<file path="src/rtl/r8_mbe_pp_prep.sv">
// Two-stage operand prep for a radix-8 modified-Booth multiplier: registers the
// 1A/2A/3A/4A multiples of a and the nine signed-digit select codes recoded from b.
module r8_mbe_pp_prep #(
    parameter int unsigned W = 24,
    localparam int unsigned XW = W + 3,
    localparam int unsigned ND = W / 3 + 1
) (
    input  logic            clk,
    input  logic            rst_n,
    input  logic            in_valid,
    output logic            in_ready,
    input  logic [W-1:0]    a,
    input  logic [W-1:0]    b,
    output logic            out_valid,
    input  logic            out_ready,
    output logic [XW-1:0]   x_1,
    output logic [XW-1:0]   x_2,
    output logic [XW-1:0]   x_3,
    output logic [XW-1:0]   x_4,
    output logic [5*ND-1:0] be_sel
);

    localparam int unsigned BXW = 3 * ND + 1;

    logic           v1;
    logic [W-1:0]   a1;
    logic [W-1:0]   b1;
    logic           s1_ready_c;
    logic           s2_ready_c;
    logic [XW-1:0]  x3_c;
    logic [BXW-1:0] bx_c;
    logic [5*ND-1:0] sel_c;

    // Group {b[3i+2], b[3i+1], b[3i], b[3i-1]} -> one-hot magnitude, bit 4 = negative.
    function automatic logic [4:0] booth_code(input logic [3:0] g);
        logic [4:0] code;
        code = 5'b00000;
        case (g)
            4'b0001, 4'b0010: code = 5'b00001;
            4'b0011, 4'b0100: code = 5'b00010;
            4'b0101, 4'b0110: code = 5'b00100;
            4'b0111:          code = 5'b01000;
            4'b1000:          code = 5'b11000;
            4'b1001, 4'b1010: code = 5'b10100;
            4'b1011, 4'b1100: code = 5'b10010;
            4'b1101, 4'b1110: code = 5'b10001;
            default:          code = 5'b00000;
        endcase
        return code;
    endfunction

    assign s2_ready_c = !out_valid || out_ready;
    assign s1_ready_c = !v1 || s2_ready_c;
    assign in_ready   = s1_ready_c;

    // 3A is the only carry-propagate add; it sits between the two stage registers.
    assign x3_c = XW'(a1) + XW'({a1, 1'b0});

    // b shifted left by one supplies b[-1] = 0; upper pad bits supply b[>=W] = 0.
    assign bx_c = BXW'({b1, 1'b0});

    always_comb begin
        sel_c = '0;
        for (int i = 0; i < int'(ND); i++) begin
            sel_c[5*i +: 5] = booth_code(bx_c[3*i +: 4]);
        end
    end

    // Stage 1: operand capture.
    always_ff @(posedge clk or negedge rst_n) begin
        if (!rst_n) begin
            v1 <= 1'b0;
            a1 <= '0;
            b1 <= '0;
        end else begin
            if (s1_ready_c) begin
                v1 <= in_valid;
            end
            if (in_valid && s1_ready_c) begin
                a1 <= a;
                b1 <= b;
            end
        end
    end

    // Stage 2: multiples and select codes, all outputs come straight from here.
    always_ff @(posedge clk or negedge rst_n) begin
        if (!rst_n) begin
            out_valid <= 1'b0;
            x_1       <= '0;
            x_2       <= '0;
            x_3       <= '0;
            x_4       <= '0;
            be_sel    <= '0;
        end else begin
            if (s2_ready_c) begin
                out_valid <= v1;
            end
            if (v1 && s2_ready_c) begin
                x_1    <= XW'(a1);
                x_2    <= XW'({a1, 1'b0});
                x_3    <= x3_c;
                x_4    <= XW'({a1, 2'b00});
                be_sel <= sel_c;
            end
        end
    end

endmodule
</file>
<file path="config.mk">
export PLATFORM = sky130hd
export DESIGN_NAME = r8_mbe_pp_prep
export DESIGN_NICKNAME = d
export VERILOG_FILES = /design/src/rtl/r8_mbe_pp_prep.sv
export SDC_FILE = /design/constraint.sdc
export NUM_CORES = 1
export LEC_CHECK = 0
export CAP_MARGIN = 20
export CELL_PAD_IN_SITES_DETAIL_PLACEMENT = 0
export CELL_PAD_IN_SITES_GLOBAL_PLACEMENT = 1
export CORE_ASPECT_RATIO = 0.6
export CORE_MARGIN = 4
export CORE_UTILIZATION = 30
export CTS_CLUSTER_SIZE = 20
export DETAILED_ROUTE_END_ITERATION = 6
export GPL_TIMING_DRIVEN = 0
export PLACE_DENSITY_LB_ADDON = 0.15
export SLEW_MARGIN = 0
export SYNTH_ARGS = -nofsm -noshare
export SYNTH_HDL_FRONTEND = slang
export SYNTH_SLANG_ARGS = --single-unit
export TNS_END_PERCENT = 20
</file>
<file path="constraint.sdc">
create_clock -name clk -period 3 [get_ports clk]
set_clock_uncertainty 0.15 [all_clocks]
set_input_delay 0.3 -clock clk [delete_from_list [all_inputs] [get_ports clk]]
set_output_delay 0.3 -clock clk [all_outputs]
set_load 0.005 [all_outputs]
</file>
==> summary.md, run 1 <==
| Metric | Value |
|---|---|
| Vias per cell | roughly 4.5 |
| Post-cts sizing count | 0 |
| Register area | between 0.003 and 0.004 sq mm |
| Period utilization | around nine tenths |
| Ratio of cells with drive above 1 in the final layout | 16.2% |
| ANT nets after route | 0 |
| Synthesized flop and latch total | 140 |
| Detailed placement HPWL | roughly 17 mm |
| Post-synth ARST share | 100% |
| Req. time, crit path | 3150 ps |
| Pre-CTS setup slack | 70.6 ps |
| Primary FF master, synth | dfrtp_1 |
| Routed WL | 22.6 mm |
| XOR/XNOR share of the synthesized area | 2.60% |
| Seq/Total Area, Yosys | 47.3% |
| Hold Crit Class | reg2reg |
| Final setup vio count | 0 |
| Critical Path Start | a1[13] |
| Vias post-DR | 5968 |
| Initial antenna violation count | 0 |
| TNS Setup | 0 ps |
| Largest family of logic cells by synthesized area | simple AND/OR/NAND/NOR gates |
| Reg2reg start | a1[13] |
| Clock transition at the registers of the reported paths | roughly 60 ps |
| Port Buffers | 192 |
| Die ar. | 0.0273 sq mm |
| Grt ovf | 0 |
| Simple-Gate Fraction of Synth Area | approximately 15% |
| Post-route DRC | 0 |
| Die H | 130 um |
| Maximum VDD drop | around 0.00037 V |
| Peak Freq | 368 MHz |
| Unrepaired setup endpoints after global routing | false |
| CP cell instances | ha_1, a21oi_1, o21ai_0, a211oi_1, nor3_1, a221oi_1, nand3_1 |
| Hold buffer count at CTS | 1 |
| Vias in the first global route | approximately 6000 |
| Min-delay src | be_sel[2] |
| Crit start category | flip-flop |
| TritonCTS Buffers | 17 |
| Largest net degree at the start of global routing | 86 |
| Leakage power | between 4 and 5 nW |
| Number of library cell types mapped by synthesis | 55 |
| Synth-to-Final Area Change | 40.8% |
| Post-synth EDFFs | 0 |
| Number of DRC markers in iteration 0 | 278 |
| Initial core utilization | 30.6% |
| # Post-CTS Setup Buffers | 0 |
| Nets@finish | approximately 1100 |
| Slew @ Worst Pin | 883 ps |
| Worst relative slew slack | 41.1% |
| Gpl congestion | 0.809 |
| MaxCap Viol Count | 0 |
| Outcome | finished, final reports clean |
| FP Rows | 44 |
| WHS | 316 ps |
| GRT Total Usage | between 15 and 20% |
| Synth Area in Adders | 6.86% |
| Fin. Hold Viols | 0 |
| Max FO, Critical Path | 5 |
| Die width | 211 um |
| Worst setup margin | 284 ps |
| Global-route wire length before repair | 35.3 mm |
| Post-synthesis mux area share | ~8.6% |
| CP peak stage delay | 500 ps |
| Fin crit period | 2720 ps |
| CTS tree | yes |
| CP Capture Type | flip-flop |
| WP data arrival | 2870 ps |
| Clock root buffer | clkbuf_16 |
| Area of the multi-input gates | 0.00327 sq mm |
| Clock Path Buffers | 2 |
| Worst path slowest cell | a21oi_1 |
| Num Clock Sinks | 140 |
| Slew Limit Fails | 0 |
| Post-Syn Area | between 0.007 and 0.008 sq mm |
| Synthesized area per cell | roughly 9.8 sq um |
| Power Density | 757 mW/mm^2 |
| WL per Instance | about 17 um |
| Filler cell count | 2399 |
| H-Tree Depth | 4 |
| Compound-Gate Fraction of Synth Area | between 10% and 20% |
| Clk_lat worst skew | 430 ps |
| CP Class | reg2reg |
| Synth Warn # | 0 |
| Overall Power | 7.89 mW |
| Area of the core | around 0.024 sq mm |
| IO Count | 207 |
| First drt pass iteration count | 5 |
| Cells after synthesis | 752 |
cells by family after synthesis:
kind of cell | Yosys count
xor gates and xnor gates | 22
muxes | 57
adders and majority gates | 40
buffers and inverters | 115
and+or+nand+nor | 260
other | 1
DFF | 140
AOI/OAI and AO/OA | 117
where the power goes:
part / leakage [nW] / switching [mW] / total, mW / internal [mW]
clock network: 0.289 / 0.888 / 2.22 / 1.33
registers: 1.71 / 0.392 / 2.74 / 2.35
logic: 2.75 / 1.25 / 2.93 / 1.69
total: 4.75 / 2.53 / 7.89 / 5.36
cell usage after synthesis (7+ instances only):
cell	n	area share (%)
buf_1	7	0.36
xnor2_1	8	0.95
a22o_1	7	0.83
mux2i_1	7	0.95
xor2_1	14	1.7
ha_1	39	6.6
a211oi_1	9	0.91
clkbuf_1	16	0.81
nand2_1	175	8.9
dfrtp_1	140	47
nor2_1	27	1.4
o21ai_0	37	2.5
inv_1	25	1.3
mux2_2	50	7.6
a21oi_1	19	1.3
nand3_1	29	2.0
buf_4	63	6.4
metrics by stage:
step | utilization (%) | instance area, sq um | cells
after floorplan | - | 7450 | 765
after global placement | 40.4 | 9770 | 1279
after detailed placement | 40.5 | 9800 | 1280
after CTS | 43.0 | 10400 | 1313
after global routing | 43.0 | 10400 | 1313
final | 43.0 | 10400 | 1314
cell usage in the layout, fill, tap and decap left out, types with 4 or more instances in the layout:
cell / Yosys / final
nor3_1: 6 / 6
a31oi_1: 6 / 6
clkinvlp_4: 0 / 4
a211oi_1: 9 / 9
dfrtp_1: 140 / 140
a21o_1: 4 / 4
clkinv_2: 0 / 4
buf_4: 63 / 63
nand4_1: 6 / 6
clkdlybuf4s50_1: 0 / 191
xor2_1: 14 / 14
buf_1: 7 / 7
mux2i_1: 7 / 7
clkbuf_1: 16 / 16
mux2_2: 50 / 50
buf_2: 4 / 4
a21oi_1: 19 / 19
inv_1: 25 / 25
nand2_1: 175 / 175
clkbuf_16: 0 / 17
ha_1: 39 / 39
nand3_1: 29 / 29
o21ai_0: 37 / 37
conb_1: 1 / 14
o21a_1: 6 / 6
a22o_1: 7 / 7
xnor2_1: 8 / 8
nor2_1: 27 / 27
cell type report:
type / count / area share (%)
clock buffer: 18 / 4.21
sequential: 140 / 33.6
multi-input combinational: 510 / 31.4
clock inverter: 14 / 1.60
inverter: 25 / 0.900
tap: 322 / 3.87
buffer: 90 / 5.56
timing repair buffer: 194 / 18.8
antenna: 1 / 0.0240
layer usage:
metal	vias to the layer above	part of all wire [%]	track usage [%]
met5	-	0	0
met4	0	0.63	3.89
met3	12	5.8	5.49
met2	125	39	22.2
met1	2864	54	26.5
li1	2967	-	-
critical path, delay by kind of cell, from the launching register on:
kind	cells	cell delay (ps)
flip-flops	1	430
AND/OR/NAND/NOR	2	260
AO/OA/AOI/OAI	4	1360
adder cells (fa/ha/maj)	1	390
sequential cells by signal (all words and copies together), names as in the netlist:
signal     count
b1            24
x_3           25
a1            24
out_valid      1
v1             1
be_sel        41
x_4           24
path summary, 6_finish.rpt:
check	to	slack [ps]	cells past startpoint
setup / recovery	x_3[21]	280	7
hold / removal	be_sel[2]	320	2
setup reg to reg	x_3[21]	280	7
hold reg to reg	be_sel[2]	320	2
max in group asynchronous	be_sel[29]	1530	3
min in group asynchronous	b1[2]	370	2
Power figures use the tool's default switching activity.
==> inputs of run 2 (changes only) <==
==> constraint.sdc (replaced) <==
create_clock -name clk -period 2.5 [get_ports clk]
set_clock_uncertainty 0.15 [all_clocks]
set_input_delay 0.25 -clock clk [delete_from_list [all_inputs] [get_ports clk]]
set_output_delay 0.25 -clock clk [all_outputs]
set_load 0.005 [all_outputs]
==> run 2 against run 1 <==
Net effect:
- sequential share of layout area is 0.70 points lower
- cell area is 2.3% higher
- cell count is 0.23% higher
- critical path type unchanged
- non-clock buffer count is 3 higher
- register-to-register slack worse by 170 ps
- highest routed layer unchanged
==> summary.md, run 2 (same netlist as run 1, synthesis figures left out) <==
| Metric | Value |
|---|---|
| TNS Setup | 0 ps (unchanged) |
| Worst relative slew slack | 41.7% (+0.54 points) |
| ANT nets after route | 0 (unchanged) |
| Ratio of cells with drive above 1 in the final layout | 20.0% (+3.8 points) |
| CP peak stage delay | 430 ps (-70 ps) |
| Port Buffers | 192 (unchanged) |
| MaxCap Viol Count | 0 (unchanged) |
| Grt ovf | 0 (unchanged) |
| Die H | 130 um (unchanged) |
| Outcome | finished, final reports clean |
| WL per Instance | 17.2 um (+0.23%) |
| Initial antenna violation count | 0 (unchanged) |
| Clock Path Buffers | 2 (unchanged) |
| Unrepaired setup endpoints after global routing | true |
| Largest registers | be_sel: 41 flops, x_3: 25 flops |
| Clk_lat worst skew | 430 ps (about the same) |
| Largest net degree at the start of global routing | 86 (unchanged) |
| Filler cell count | 2367 (-1.3%) |
| CP cell instances | ha_1, a21oi_1, o21ai_0, a221o_1, o21a_1, o31ai_1 |
| Peak Freq | 420 MHz (+14%) |
| CP Class | reg2reg |
| Most frequent cells in the layout | 191 x clkdlybuf4s50_1, 175 x nand2_1, 136 x dfrtp_1 |
| Clock root buffer | clkbuf_16 |
| Max FFs per register | 41 (unchanged) |
| Number of DRC markers in iteration 0 | 259 (-6.8%) |
| Register area | 0.00351 sq mm (+0.14%) |
| Req. time, crit path | 2680 ps (-470 ps) |
| Initial core utilization | 30.6% (unchanged) |
| Placed cell count | 1280 (unchanged) |
| Vias in the first global route | 6040 (+0.63%) |
| Core Util, Final | 44.0% (+0.98 points) |
| H-Tree Depth | 4 (unchanged) |
| Slew @ Worst Pin | 875 ps (-8.16 ps) |
| Max FO, Critical Path | 7 (+2) |
| IO Count | 207 (unchanged) |
| Non-Filler Instances | 1317 (+0.23%) |
| Min-delay src | b[6] |
| CP Capture Type | flip-flop |
| Worst path slowest cell | dfrtp_1 |
| GRT Total Usage | 17.0% (+0.057 points) |
| Leakage power | 4.79 nW (+0.85%) |
| Vias per cell | 4.54 (about the same) |
| WHS | 284 ps (-32.0 ps) |
| Post-route DRC | 0 (unchanged) |
| Worst reg2reg setup slack | 120 ps (-170 ps) |
| Slew Limit Fails | 0 (unchanged) |
| Die width | 211 um (unchanged) |
| Nets@finish | 1073 (+0.28%) |
| WP data arrival | 2560 ps (-310 ps) |
| Gpl congestion | 0.809 (unchanged) |
| TritonCTS Buffers | 17 (unchanged) |
| First drt pass iteration count | 4 (-1) |
| Crit start category | flip-flop |
| Maximum VDD drop | 0.000440 V (+20%) |
| Commonest non-fill, non-tap cell in the layout | clkdlybuf4s50_1 |
| Routed WL | 22.7 mm (+0.46%) |
| Fin crit period | 2380 ps (-333 ps) |
| Num Clock Sinks | 140 (unchanged) |
| Hold Crit Class | in2reg |
| Critical Path Start | a1[20] |
| Global-route wire length before repair | 35.4 mm (+0.39%) |
| Fin. Hold Viols | 0 (unchanged) |
| Final setup vio count | 0 (unchanged) |
| Die ar. | 0.0273 sq mm (unchanged) |
| Reg2reg start | a1[20] |
| Worst path top cell family by delay | compound AO/OA/AOI/OAI gates |
| Area of the core | 0.0242 sq mm (unchanged) |
| CTS tree | yes |
| CP Buf/Inv Count | 0 (unchanged) |
| Clock transition at the registers of the reported paths | 60 ps (about the same) |
| Largest Register | be_sel |
| Period utilization | 95.3% (+4.8 points) |
| FP Rows | 44 (unchanged) |
| Synth-to-Final Area Change | 44.0% |
| Area of the multi-input gates | 0.00348 sq mm (+6.3%) |
| Detailed placement HPWL | 16.8 mm (unchanged) |
| Power Density | 906 mW/mm^2 (+20%) |
| Vias post-DR | 5984 (+0.27%) |
## run 2: path summary, 6_finish.rpt
check,to,depth (start not counted)
min in group asynchronous,b1[2],2
hold reg to reg,be_sel[2],2
setup / recovery,x_3[24],6
setup reg to reg,x_3[24],6
hold / removal,b1[6],2
max in group asynchronous,a1[1],3
## run 2: where the power goes
group / leakage [nW] / internal [mW] / switching (mW)
Clock: 0.289 / 1.60 / 1.07
Sequential: 1.71 / 2.82 / 0.488
Combinational: 2.79 / 2.13 / 1.55
## run 2: routing by layer
metal	part of all wire [%]	vias to the layer above	track usage, %
met5	0	-	0
met4	0.72	0	3.89
met3	6.8	11	5.49
met2	39	148	22.4
met1	53	2853	26.6
li1	-	2972	-
## run 2: worst reg2reg max path, delay by kind of cell (launching register included)
kind                     cells  cell delay (ps)
AO/OA/AOI/OAI                5             1310
flip-flops                   1              430
adder cells (fa/ha/maj)      1              400
## run 2: metrics by stage
stage | instance area [sq um] | setup slack, ps | power [mW]
floorplan | 7450 | 146 | 4.94
detailed placement | 9800 | -379 | 6.89
CTS | 10500 | 1.69 | 9.66
global placement | 9770 | -5220 | 6.88
global route | 10700 | -32.8 | 10.3
finish | 10700 | 117 | 9.65
## run 2: what timing repair did
action	in CTS	in global routing
setup endpoints to repair	12	37
buffers inserted	2	1
hold buffers	1	0
endpoints found under the hold margin	84	0
gates resized for setup	11	42
pin swaps	1	4
## run 2: area by class of cell
type                       count  area share (%)
sequential                   140            32.9
multi-input combinational    510            32.6
timing repair buffer         197            18.6
buffer                        90            5.48
clock buffer                  18            4.12
tap                          322            3.78
clock inverter                14            1.56
inverter                      25           0.880
antenna                        1          0.0235
==> inputs of run 3 (changes only) <==
--- a/config.mk
+++ b/config.mk
@@ -10,7 +10,7 @@
 export CELL_PAD_IN_SITES_GLOBAL_PLACEMENT = 1
 export CORE_ASPECT_RATIO = 0.6
 export CORE_MARGIN = 4
-export CORE_UTILIZATION = 30
+export CORE_UTILIZATION = 37
 export CTS_CLUSTER_SIZE = 20
 export DETAILED_ROUTE_END_ITERATION = 6
 export GPL_TIMING_DRIVEN = 0
==> run 3 against run 2 <==
Net effect:
- via count shrank 0.42%
- register-to-register slack lost 70 ps
- hold slack lost 55 ps
- critical path depth grew 2
- critical endpoint is now x_3[17]
- largest cell class unchanged
- largest power group unchanged
- highest routed layer is now met5
==> summary.md, run 3 (same netlist as run 1, synthesis figures left out) <==
| Metric | Value |
|---|---|
| Clock transition at the registers of the reported paths | 60 ps (about the same) |
| Crit Reg-Reg Endpoint | x_3[17] |
| Slew @ Worst Pin | 831 ps (-43.9 ps) |
| Initial core utilization | 38.3% (+7.7 points) |
| Fin crit period | 2460 ps (+73.2 ps) |
| Largest net degree at the start of global routing | 74 (-14%) |
| TritonCTS Buffers | 17 (unchanged) |
| ANT nets after route | 0 (unchanged) |
| H-Tree Depth | 4 (unchanged) |
| Die ar. | 0.0224 sq mm (-18%) |
| Filler cell count | 1765 (-25%) |
| Worst setup path end | x_3[17] |
| Clock root buffer | clkbuf_16 |
| Fin. Hold Viols | 0 (unchanged) |
| FP Rows | 39 (-11%) |
| Max FO, Critical Path | 4 (-3) |
| Area of the core | 0.0193 sq mm (-20%) |
| Power Density | 916 mW/mm^2 (+1.2%) |
| Peak Freq | 407 MHz (-3.0%) |
| Commonest non-fill, non-tap cell in the layout | clkdlybuf4s50_1 |
| Most frequent cells in the layout | 191 x clkdlybuf4s50_1, 174 x nand2_1, 137 x dfrtp_1 |
| Unrepaired setup endpoints after global routing | true |
| Req. time, crit path | 2690 ps (about the same) |
| Post-route DRC | 0 (unchanged) |
| Reg2reg start | a1[0] |
| IO Count | 207 (unchanged) |
| Die H | 118 um (-9.3%) |
| Vias in the first global route | 5985 (-0.91%) |
| Crit start category | flip-flop |
| TNS Setup | 0 ps (unchanged) |
| Largest registers | be_sel: 41 flops, x_3: 25 flops |
| Largest Register | be_sel |
| Area of the multi-input gates | 0.00348 sq mm (about the same) |
| Routed WL | 21.2 mm (-6.7%) |
| Nets@finish | 1073 (unchanged) |
| Leakage power | 4.79 nW (about the same) |
| Antenna diode count | 0 (-1) |
| Core Util, Final | 54.9% (+11 points) |
| Gpl congestion | 0.848 (+4.8%) |
| GRT Total Usage | 19.0% (+2.0 points) |
| Ratio of cells with drive above 1 in the final layout | 19.3% (-0.70 points) |
| Grt ovf | 0 (unchanged) |
| Detailed placement HPWL | 15.7 mm (-6.8%) |
| Slew Limit Fails | 0 (unchanged) |
| WP data arrival | 2640 ps (+80 ps) |
| Vias per cell | 4.73 (+4.1%) |
| Maximum VDD drop | 0.000480 V (+9.1%) |
| Outcome | finished, final reports clean |
| Clk_lat worst skew | 430 ps (about the same) |
| MaxCap Viol Count | 0 (unchanged) |
| Num Clock Sinks | 140 (unchanged) |
| CP Capture Type | flip-flop |
| Clock Path Buffers | 2 (unchanged) |
| Worst relative slew slack | 44.6% (+2.9 points) |
| Register area | 0.00351 sq mm (about the same) |
| CTS tree | yes |
| Port Buffers | 192 (unchanged) |
| Die width | 191 um (-9.6%) |
| Number of DRC markers in iteration 0 | 282 (+8.9%) |
| Max FFs per register | 41 (unchanged) |
| Hold Crit Class | in2async |
| WL per Instance | 16.8 um (-2.4%) |
| CP Class | reg2reg |
| Period utilization | 98.2% (+2.9 points) |
| Final setup vio count | 0 (unchanged) |
| Synth-to-Final Area Change | 43.4% |
| Vias post-DR | 5959 (-0.42%) |
| Worst reg2reg setup slack | 40 ps (-70 ps) |
| Worst Reg-to-Reg Cells | 8 (+2) |
| First drt pass iteration count | 4 (unchanged) |
| Global-route wire length before repair | 33.7 mm (-4.9%) |
| Initial antenna violation count | 1 (+1) |
| Critical Path Start | a1[0] |
==> run 3: per-layer routing <==
metal | part of all wire (%) | global-route usage, % | up-vias
li1 | - | - | 2945
met1 | 51 | 28.6 | 2817
met2 | 40 | 26.1 | 170
met3 | 7.8 | 6.67 | 25
met4 | 1.1 | 4.48 | 2
met5 | 0.057 | 0 | -
==> run 3: final cells by class <==
cell class                 instances  area share, %
sequential                       140           33.1
multi-input combinational        510           32.8
timing repair buffer             197           18.7
buffer                            90           5.47
clock buffer                      22           4.47
tap                              266           3.14
clock inverter                    10           1.52
inverter                          25          0.884
==> run 3: worst max-delay path, stage by stage (launching register included) <==
cell,delay [ps]
dfrtp_1,440
ha_4,180
fa_2,210
a21o_2,170
a31oi_4,120
or4b_4,600
a21oi_2,210
nor3_1,70
o31ai_2,210
==> run 3: timing repair <==
action / CTS / global route
resized for setup: 7 / 34
hold endpoints to repair: 67 / 0
pin swaps: 3 / 5
hold buffers: 1 / 0
setup buffers: 2 / 1
endpoints found under the setup margin: 11 / 24
==> run 3: report_power, final <==
| group | leakage (nW) | internal, mW | switching (mW) |
|---|---|---|---|
| sequential | 1.71 | 2.82 | 0.493 |
| combinational | 2.78 | 2.13 | 1.54 |
| clock | 0.303 | 1.75 | 0.995 |
==> run 3: worst min-delay path by stage <==
| stage | cells past startpoint | endpoint | from |
|---|---|---|---|
| 2_1_floorplan | 0 | a1[0] | rst_n |
| 3_3_place_gp | 2 | be_sel[39] | be_sel[39] |
| 3_5_place_dp | 1 | x_4[9] | rst_n |
| 4_1_cts | 2 | x_4[9] | rst_n |
| 5_1_grt | 2 | b1[14] | b[14] |
| 6_report | 2 | x_4[9] | rst_n |
==> run 3: stage by stage <==
stage          hold WS, ps  instance area [sq um]  worst slack (ps)  total power, mW  cells
3_5_place_dp           153                   9730              -241             6.84   1224
4_1_cts                256                  10400              1.42             9.67   1259
6_report               228                  10600              43.8             9.72   1260
5_1_grt                268                  10600             -30.4             10.3   1260
2_1_floorplan         -196                   7450               146             4.94    765
3_3_place_gp           300                   9700             -4900             6.81   1223
